File: src/rtl/spi_reg_responder_if.sv
// ---------------------------------------------------------------------------
// spi_reg_responder_if
//
// Purpose:
//   Bundles the five board-level SPI pins of the register responder so the
//   responder and whatever drives it (MCU model, test bench) share one
//   connection object.
//
// Signals:
//   SPI_SCLK     SPI clock from the external master, idle low (mode 0)
//   SPI_CS       chip select, active-low
//   SPI_MOSI     master-out / slave-in data
//   SPI_MISO     slave-out / master-in data
//   SPI_MISO_OE  high while the responder owns MISO; the board tri-states
//                MISO whenever this is low
//
// Modports:
//   master  drives SCLK/CS/MOSI, observes MISO/MISO_OE
//   slave   observes SCLK/CS/MOSI, drives MISO/MISO_OE
// ---------------------------------------------------------------------------
interface spi_reg_responder_if;

    logic SPI_SCLK;
    logic SPI_CS;
    logic SPI_MOSI;
    logic SPI_MISO;
    logic SPI_MISO_OE;

    modport master (
        output SPI_SCLK,
        output SPI_CS,
        output SPI_MOSI,
        input  SPI_MISO,
        input  SPI_MISO_OE
    );

    modport slave (
        input  SPI_SCLK,
        input  SPI_CS,
        input  SPI_MOSI,
        output SPI_MISO,
        output SPI_MISO_OE
    );

endinterface

File: src/rtl/spi_reg_responder.sv
// ---------------------------------------------------------------------------
// spi_reg_responder
//
// Purpose:
//   SPI mode-0 slave that lets an external master read board state and write
//   a control byte using 16-bit frames (command byte, then data byte, MSB
//   first). Command byte: bit7 = 1 for read, bits3:0 = address.
//
//   Register map
//     0 : DEV_ID                  (RO)
//     1 : {4'h0, Status_In}       (RO)
//     2 : {4'h0, snap[11:8]}      (RO)
//     3 : snap[7:0]               (RO)
//     4 : Ctrl_Out                (RW)
//     5 : scratch                 (RW)
//     6..15 : read 8'h00, writes ignored
//
// Ports:
//   Sys_CLK    system clock (50 MHz)
//   Sys_RST    asynchronous reset, active-low
//   spi        SPI pins (slave modport of spi_reg_responder_if)
//   Data_In    12-bit value readable at addresses 2/3, snapshotted per frame
//   Status_In  4-bit value readable at address 1
//   Ctrl_Out   control register (address 4)
//   Wr_Strobe  1-cycle pulse when a write to address 4 or 5 commits
//   Rd_Strobe  1-cycle pulse when read data is loaded for shifting
//   Frame_Err  1-cycle pulse when CS rises before 16 bits were clocked
//
// Parameters:
//   DEV_ID       constant returned at address 0
//   SYNC_STAGES  synchronizer depth on SCLK/CS/MOSI (must be >= 2)
// ---------------------------------------------------------------------------
module spi_reg_responder #(
    parameter logic [7:0] DEV_ID      = 8'hA5,
    parameter int         SYNC_STAGES = 2
) (
    input  logic                Sys_CLK,
    input  logic                Sys_RST,
    spi_reg_responder_if.slave  spi,
    input  logic [11:0]         Data_In,
    input  logic [3:0]          Status_In,
    output logic [7:0]          Ctrl_Out,
    output logic                Wr_Strobe,
    output logic                Rd_Strobe,
    output logic                Frame_Err
);

    typedef enum logic [1:0] {
        ST_IDLE,
        ST_CMD,
        ST_DATA,
        ST_END
    } state_t;

    state_t state;
    state_t state_next;

    logic [SYNC_STAGES-1:0] sclk_sync;
    logic [SYNC_STAGES-1:0] cs_sync;
    logic [SYNC_STAGES-1:0] mosi_sync;
    logic [SYNC_STAGES:0]   valid_sr;
    logic                   sclk_s;
    logic                   cs_s;
    logic                   mosi_s;
    logic                   sclk_d;
    logic                   cs_d;
    logic                   armed;

    logic                   sclk_rise;
    logic                   sclk_fall;
    logic                   cs_fall;
    logic                   cs_rise;

    logic [4:0]             bit_cnt;
    logic [7:0]             cmd_reg;
    logic [7:0]             data_reg;
    logic [6:0]             tx_reg;
    logic                   miso_reg;
    logic [11:0]            snap;
    logic [7:0]             ctrl_reg;
    logic [7:0]             scratch_reg;
    logic                   wr_strobe_reg;
    logic                   rd_strobe_reg;
    logic                   frame_err_reg;

    logic [7:0]             cmd_full;
    logic [7:0]             rd_byte;

    logic                   do_capture;
    logic                   do_shift_in;
    logic                   do_load_tx;
    logic                   do_shift_tx;
    logic                   do_commit;
    logic                   do_frame_err;

    assign sclk_s = sclk_sync[SYNC_STAGES-1];
    assign cs_s   = cs_sync[SYNC_STAGES-1];
    assign mosi_s = mosi_sync[SYNC_STAGES-1];

    // Edge detection compares the synchronized level with its one-cycle
    // delayed copy. A CS falling edge is only honoured once 'armed', i.e.
    // after CS has been observed high with real pin samples since reset, so
    // a reset released in the middle of a frame never decodes a partial one.
    assign sclk_rise = sclk_s & ~sclk_d;
    assign sclk_fall = ~sclk_s & sclk_d;
    assign cs_fall   = armed & ~cs_s & cs_d;
    assign cs_rise   = cs_s & ~cs_d;

    // The command byte including the bit arriving on the current rising
    // edge, so the 8th edge can already decode the read address.
    assign cmd_full = {cmd_reg[6:0], mosi_s};

    assign Ctrl_Out            = ctrl_reg;
    assign Wr_Strobe           = wr_strobe_reg;
    assign Rd_Strobe           = rd_strobe_reg;
    assign Frame_Err           = frame_err_reg;
    assign spi.SPI_MISO_OE     = ~cs_s;
    assign spi.SPI_MISO        = miso_reg & ~cs_s;

    // Synchronizers and edge-detect history. valid_sr fills with ones after
    // reset; once full, the synchronizer outputs reflect actual pin levels
    // instead of their reset values, and only then may CS-high arm the FSM.
    always_ff @(posedge Sys_CLK or negedge Sys_RST) begin
        if (!Sys_RST) begin
            sclk_sync <= '0;
            cs_sync   <= '1;
            mosi_sync <= '0;
            sclk_d    <= 1'b0;
            cs_d      <= 1'b1;
            valid_sr  <= '0;
            armed     <= 1'b0;
        end else begin
            sclk_sync <= {sclk_sync[SYNC_STAGES-2:0], spi.SPI_SCLK};
            cs_sync   <= {cs_sync[SYNC_STAGES-2:0], spi.SPI_CS};
            mosi_sync <= {mosi_sync[SYNC_STAGES-2:0], spi.SPI_MOSI};
            sclk_d    <= sclk_s;
            cs_d      <= cs_s;
            valid_sr  <= {valid_sr[SYNC_STAGES-1:0], 1'b1};
            if (valid_sr[SYNC_STAGES] && cs_s) begin
                armed <= 1'b1;
            end
        end
    end

    // Read multiplexer, addressed by the freshly completed command byte.
    always_comb begin
        rd_byte = 8'h00;
        case (cmd_full[3:0])
            4'd0:    rd_byte = DEV_ID;
            4'd1:    rd_byte = {4'h0, Status_In};
            4'd2:    rd_byte = {4'h0, snap[11:8]};
            4'd3:    rd_byte = snap[7:0];
            4'd4:    rd_byte = ctrl_reg;
            4'd5:    rd_byte = scratch_reg;
            default: rd_byte = 8'h00;
        endcase
    end

    // FSM state register.
    always_ff @(posedge Sys_CLK or negedge Sys_RST) begin
        if (!Sys_RST) begin
            state <= ST_IDLE;
        end else begin
            state <= state_next;
        end
    end

    // Next-state and datapath enables. A CS rise always wins over SCLK
    // edges. In DATA the falling edge right after the command byte must not
    // shift: MISO already shows tx bit 7 from the load, and the master only
    // samples it on the following rising edge. Falls after rising edges
    // 9..15 give the remaining seven shifts.
    always_comb begin
        state_next   = state;
        do_capture   = 1'b0;
        do_shift_in  = 1'b0;
        do_load_tx   = 1'b0;
        do_shift_tx  = 1'b0;
        do_commit    = 1'b0;
        do_frame_err = 1'b0;
        case (state)
            ST_IDLE: begin
                if (cs_fall) begin
                    state_next = ST_CMD;
                    do_capture = 1'b1;
                end
            end
            ST_CMD: begin
                if (cs_rise) begin
                    state_next   = ST_IDLE;
                    do_frame_err = 1'b1;
                end else if (sclk_rise) begin
                    do_shift_in = 1'b1;
                    if (bit_cnt == 5'd7) begin
                        state_next = ST_DATA;
                        do_load_tx = cmd_full[7];
                    end
                end
            end
            ST_DATA: begin
                if (cs_rise) begin
                    state_next   = ST_IDLE;
                    do_frame_err = 1'b1;
                end else if (sclk_rise) begin
                    do_shift_in = 1'b1;
                    if (bit_cnt == 5'd15) begin
                        state_next = ST_END;
                    end
                end else if (sclk_fall && cmd_reg[7] && (bit_cnt >= 5'd9)) begin
                    do_shift_tx = 1'b1;
                end
            end
            ST_END: begin
                if (cs_rise) begin
                    state_next = ST_IDLE;
                    do_commit  = ~cmd_reg[7] &&
                                 ((cmd_reg[3:0] == 4'd4) || (cmd_reg[3:0] == 4'd5));
                end
            end
            default: begin
                state_next = ST_IDLE;
            end
        endcase
    end

    // Datapath: shift registers, bit counter, snapshot, writable registers
    // and the registered strobes. The counter stops at 16 because END never
    // asserts do_shift_in.
    always_ff @(posedge Sys_CLK or negedge Sys_RST) begin
        if (!Sys_RST) begin
            bit_cnt       <= '0;
            cmd_reg       <= '0;
            data_reg      <= '0;
            tx_reg        <= '0;
            miso_reg      <= 1'b0;
            snap          <= '0;
            ctrl_reg      <= '0;
            scratch_reg   <= '0;
            wr_strobe_reg <= 1'b0;
            rd_strobe_reg <= 1'b0;
            frame_err_reg <= 1'b0;
        end else begin
            wr_strobe_reg <= do_commit;
            rd_strobe_reg <= do_load_tx;
            frame_err_reg <= do_frame_err;

            if (do_capture) begin
                bit_cnt  <= '0;
                cmd_reg  <= '0;
                data_reg <= '0;
                snap     <= Data_In;
            end

            if (do_shift_in) begin
                bit_cnt <= bit_cnt + 5'd1;
                if (state == ST_CMD) begin
                    cmd_reg <= cmd_full;
                end else begin
                    data_reg <= {data_reg[6:0], mosi_s};
                end
            end

            if (do_load_tx) begin
                tx_reg   <= rd_byte[6:0];
                miso_reg <= rd_byte[7];
            end else if (do_shift_tx) begin
                tx_reg   <= {tx_reg[5:0], 1'b0};
                miso_reg <= tx_reg[6];
            end else if ((state_next == ST_IDLE) || (state_next == ST_END)) begin
                miso_reg <= 1'b0;
            end

            if (do_commit) begin
                if (cmd_reg[3:0] == 4'd4) begin
                    ctrl_reg <= data_reg;
                end else begin
                    scratch_reg <= data_reg;
                end
            end
        end
    end

endmodule

File: src/flat_wrapper.sv
// flat-port wrapper written by rule: the top's interface ports become plain ports
module spi_reg_responder_flat 
#(
    parameter logic [7:0] DEV_ID      = 8'hA5,
    parameter int         SYNC_STAGES = 2
)
  (Sys_CLK, Sys_RST, Data_In, Status_In, Ctrl_Out, Wr_Strobe, Rd_Strobe, Frame_Err, spi_SPI_SCLK, spi_SPI_CS, spi_SPI_MOSI, spi_SPI_MISO, spi_SPI_MISO_OE);
  spi_reg_responder_if spi_i ();
  input  logic Sys_CLK;
  input  logic Sys_RST;
  input  logic [11:0] Data_In;
  input  logic [3:0] Status_In;
  output logic [7:0] Ctrl_Out;
  output logic Wr_Strobe;
  output logic Rd_Strobe;
  output logic Frame_Err;
  input wire logic [$bits(spi_i.SPI_SCLK)-1:0] spi_SPI_SCLK;
  input wire logic [$bits(spi_i.SPI_CS)-1:0] spi_SPI_CS;
  input wire logic [$bits(spi_i.SPI_MOSI)-1:0] spi_SPI_MOSI;
  output wire logic [$bits(spi_i.SPI_MISO)-1:0] spi_SPI_MISO;
  output wire logic [$bits(spi_i.SPI_MISO_OE)-1:0] spi_SPI_MISO_OE;
  assign spi_i.SPI_SCLK = spi_SPI_SCLK;
  assign spi_i.SPI_CS = spi_SPI_CS;
  assign spi_i.SPI_MOSI = spi_SPI_MOSI;
  assign spi_SPI_MISO = spi_i.SPI_MISO;
  assign spi_SPI_MISO_OE = spi_i.SPI_MISO_OE;
  spi_reg_responder #(.DEV_ID(DEV_ID), .SYNC_STAGES(SYNC_STAGES)) u_core (.Sys_CLK(Sys_CLK), .Sys_RST(Sys_RST), .spi(spi_i), .Data_In(Data_In), .Status_In(Status_In), .Ctrl_Out(Ctrl_Out), .Wr_Strobe(Wr_Strobe), .Rd_Strobe(Rd_Strobe), .Frame_Err(Frame_Err));
endmodule
File: config.mk
export PLATFORM = sky130hd
export DESIGN_NAME = spi_reg_responder_flat
export DESIGN_NICKNAME = d
export VERILOG_FILES = /design/src/rtl/spi_reg_responder_if.sv /design/src/rtl/spi_reg_responder.sv /design/src/flat_wrapper.sv
export SDC_FILE = /design/constraint.sdc
export NUM_CORES = 1
export LEC_CHECK = 0
export ABC_AREA = 1
export ABC_CLOCK_PERIOD_IN_PS = 1800
export CAP_MARGIN = 20
export CORE_MARGIN = 2
export CORE_UTILIZATION = 63
export CTS_CLUSTER_DIAMETER = 60
export DETAILED_ROUTE_END_ITERATION = 10
export DONT_BUFFER_PORTS = 1
export MAX_ROUTING_LAYER = met4
export PLACE_DENSITY = 0.84
export SYNTH_ARGS = -nofsm -noshare
export SYNTH_HDL_FRONTEND = slang
export SYNTH_SLANG_ARGS = --single-unit
File: constraint.sdc
create_clock -name Sys_CLK -period 1.8 [get_ports Sys_CLK]
set_input_delay 0.54 -clock Sys_CLK [delete_from_list [all_inputs] [get_ports Sys_CLK]]
set_output_delay 0.54 -clock Sys_CLK [all_outputs]
set_load 0.05 [all_outputs]
==> load_flow_metrics.sql <==
INSERT INTO impl_metrics (metric_group, metric, value, unit) VALUES
('floorplan', 'std_cell_rows', '26', ''),
('detailed_routing', 'vias_per_cell', '5.78', ''),
('synthesis', 'yosysSeqAreaShare', '53.8', '%'),
('power', 'combinationalPowerShare', '18.4', '%'),
('finish', 'areaGrowthSynthToFinish', '17.0', '%'),
('timing', 'report.final.slew_viol_count', '0', ''),
('synthesis', 'synth_area_in_compound_gates', '9.66', '%'),
('finish', 'diodes', '0', ''),
('timing', 'timing.slew.headroom', '63.0', '%'),
('placement', 'input_output_buffers', '0', ''),
('synthesis', 'synth.net_count', '414', ''),
('power', 'static-leakage-power', '1.94', 'nW'),
('global_routing', 'track_usage', '28.5', '%'),
('power', 'cell_internal_pwr', '3.38', 'mW'),
('synthesis', 'flop_and_latch_count_out_of_synthesis', '74', ''),
('power', 'sw_share', '28.3', '%'),
('placement', 'place.detailed.hpwl', '5200', 'um'),
('global_routing', 'grt_antenna_before_repair', '0', ''),
('timing', 'report.final.setup_viol', '0', ''),
('worst_setup_path', 'crit_path_max_incr_delay', '0.60', 'ns'),
('clock_tree', 'tritoncts', 'yes', ''),
('detailed_routing', 'drcViolationCount', '0', ''),
('timing', 'final_hold_viol_count', '71', ''),
('synthesis', 'post_synth_xor_area_fraction', '0.254', '%'),
('clock_tree', 'clock_tree.htree_level_count', '3', ''),
('worst_setup_path', 'r2r.worst_path.cells', '9', ''),
('placement', 'placed_cells_incl_taps', '465', ''),
('clock_tree', 'cts_inserted_buffers', '9', ''),
('timing', 'fin_setup_tns', '0', 'ns'),
('timing', 'timing.final.crit_share', '97.4', '%'),
('power', 'cellPowerDensity', '1170', 'mW/mm^2'),
('clock_tree', 'cts_sinks', '74', ''),
('synthesis', 'synth_adder_area_share', '2.90', '%'),
('detailed_routing', 'num_vias', '2809', ''),
('finish', 'final_cell_mix', 'sky130_fd_sc_hd__nand2_1 (83), sky130_fd_sc_hd__dfrtp_1 (67), sky130_fd_sc_hd__inv_1 (49), sky130_fd_sc_hd__nand3_1 (33), sky130_fd_sc_hd__o21ai_0 (27)', ''),
('floorplan', 'dieHeight', '78.0', 'um'),
('global_routing', 'grt_start_max_net_pins', '75', ''),
('placement', 'globalplace.congestion', '0.869', ''),
('run_status', 'violations', 'hold timing', ''),
('power', 'power_switching', '1.34', 'mW'),
('finish', 'final_common_cell', 'sky130_fd_sc_hd__nand2_1', ''),
('synthesis', 'edff_count_synth', '0', ''),
('worst_setup_path', 'timing.critical_path.fanout_max', '7', ''),
('finish', 'largest_register', 'u_core.snap', ''),
('floorplan', 'die-area', '0.00608', 'sq mm'),
('synthesis', 'postSynthAreaPerCell', '8.95', 'sq um'),
('worst_setup_path', 'critical_path_class', 'flip-flop to primary output', ''),
('worst_setup_path', 'reg2reg_setup_slack', '0.05', 'ns'),
('worst_setup_path', 'cp_data_required_time', '1.26', 'ns'),
('synthesis', 'synth_top_family_by_area', 'simple AND/OR/NAND/NOR gates', ''),
('global_routing', 'wire_length_of_the_first_global_routing_pass', '12700', 'um'),
('global_routing', 'grt_pass1_vias', '2701', ''),
('worst_setup_path', 'reg_to_reg_critical_path_startpoint', 'u_core.cs_d', ''),
('run_status', 'outcome', 'complete, but fails checks', ''),
('timing', 'holdWs', '-0.121', 'ns'),
('worst_setup_path', 'crit_arrival', '1.21', 'ns'),
('floorplan', 'die_width', '78.0', 'um'),
('clock_tree', 'cts.reportedPaths.clkPinSlew', '0.08', 'ns'),
('clock_tree', 'clock_tree_root_buffer_cell', 'sky130_fd_sc_hd__clkbuf_8', ''),
('power', 'clock_power_share', '38.0', '%'),
('synthesis', 'synthesis.instances', '385', ''),
('hold_path', 'min-delay-path-class', 'input pin to async pin', ''),
('synthesis', 'post_synth_num_cell_types', '36', ''),
('finish', 'largest_register_ffs', '12', ''),
('detailed_routing', 'dr.first_iter.drc_count', '286', ''),
('worst_setup_path', 'cp-start-kind', 'flip-flop', ''),
('power', 'vdd.ir_drop.worst', '1250', 'uV'),
('synthesis', 'post-synth-top-area-cell', 'sky130_fd_sc_hd__dfrtp_1', ''),
('synthesis', 'post_synth_and_or_nand_nor_area_fraction', '23.5', '%'),
('clock_tree', 'clk-insertion-delay-late', '0.35', 'ns'),
('timing', 'worst_clock_skew', '0.00881', 'ns');
[kinds of logic after synthesis]
kind of cell	count (synthesis)
other	1
AO/OA/AOI/OAI	61
XOR/XNOR	1
multiplexers	8
buffers and inverters	61
adder cells (fa/ha/maj)	8
flip-flops	74
AND/OR/NAND/NOR	171
[synth_stat cells (2+ instances only)]
library cell,n
sky130_fd_sc_hd__o21ai_0,28
sky130_fd_sc_hd__nand3_1,33
sky130_fd_sc_hd__nand2_1,86
sky130_fd_sc_hd__o22ai_1,9
sky130_fd_sc_hd__nor3_2,2
sky130_fd_sc_hd__nor2_4,5
sky130_fd_sc_hd__nor3_1,3
sky130_fd_sc_hd__inv_1,51
sky130_fd_sc_hd__buf_2,2
sky130_fd_sc_hd__mux2_1,2
sky130_fd_sc_hd__dfrtp_1,71
sky130_fd_sc_hd__o21ai_1,8
sky130_fd_sc_hd__nand4_1,4
sky130_fd_sc_hd__ha_1,8
sky130_fd_sc_hd__nor2_1,24
sky130_fd_sc_hd__a21oi_1,12
sky130_fd_sc_hd__nand2_2,8
sky130_fd_sc_hd__clkbuf_1,2
sky130_fd_sc_hd__inv_2,3
sky130_fd_sc_hd__mux2_2,6
sky130_fd_sc_hd__dfstp_2,3
[worst max-delay path: cells and delay by family (launching register included)]
kind	cells	cell delay, ns
flops	1	0.60
buf+inv	2	0.26
[repair_timing]
action                     CTS  global route
hold endpoints to repair    71            71
setup endpoints to repair    8            11
setup buffers                1             4
resized for setup            5            22
pin swaps                    1             3
[layout make-up]
class,instances,area (sq um)
tap,70,87.6
inverter,55,211
timing repair buffer,21,161
clock inverter,4,120
sequential,74,1860
fill,332,1170
multi-input combinational,250,1430
clock buffer,12,165
[worst max path at each step]
stage / from / end / slack (ns) / cells past startpoint
after floorplan: u_core.state[1] / u_core.miso_reg / 0.19 / 9
after global placement: u_core.state[1] / u_core.miso_reg / 0.08 / 9
after detailed placement: u_core.state[1] / u_core.tx_reg[0] / -0.10 / 9
after CTS: u_core.state[1] / u_core.tx_reg[2] / 0.03 / 10
after global routing: u_core.state[1] / u_core.tx_reg[3] / -0.04 / 10
final: u_core.cs_sync[1] / spi_SPI_MISO_OE / 0.05 / 2
[stage by stage]
step	util [%]	cell area [sq um]	power, mW	hold WS, ns	setup WS, ns
2_1_floorplan	-	3450	2.59	0.244	0.192
3_5_place_dp	69.5	3620	2.82	0.245	-0.102
4_1_cts	75.4	3920	4.61	-0.135	0.0268
6_report	77.5	4030	4.72	-0.121	0.0470
3_3_place_gp	69.5	3620	2.76	0.246	0.0765
5_1_grt	77.5	4030	4.91	-0.140	-0.0409
[power groups by stage]
stage	combinational, mW	clock (mW)	sequential, mW
CTS	0.783	1.80	2.02
detailed placement	0.769	0	2.06
finish	0.869	1.79	2.06
floorplan	0.586	0	2.01
global placement	0.716	0	2.04
global route	0.961	1.87	2.08
[layer usage]
layer,global-route usage (%),vias to the layer above,wire length (um)
met5,-,-,0
met4,11.4,0,223
li1,-,1294,-
met3,7.09,22,549
met1,35.1,1354,3270
met2,45.6,139,4000
(Power assumes the default switching activity.)
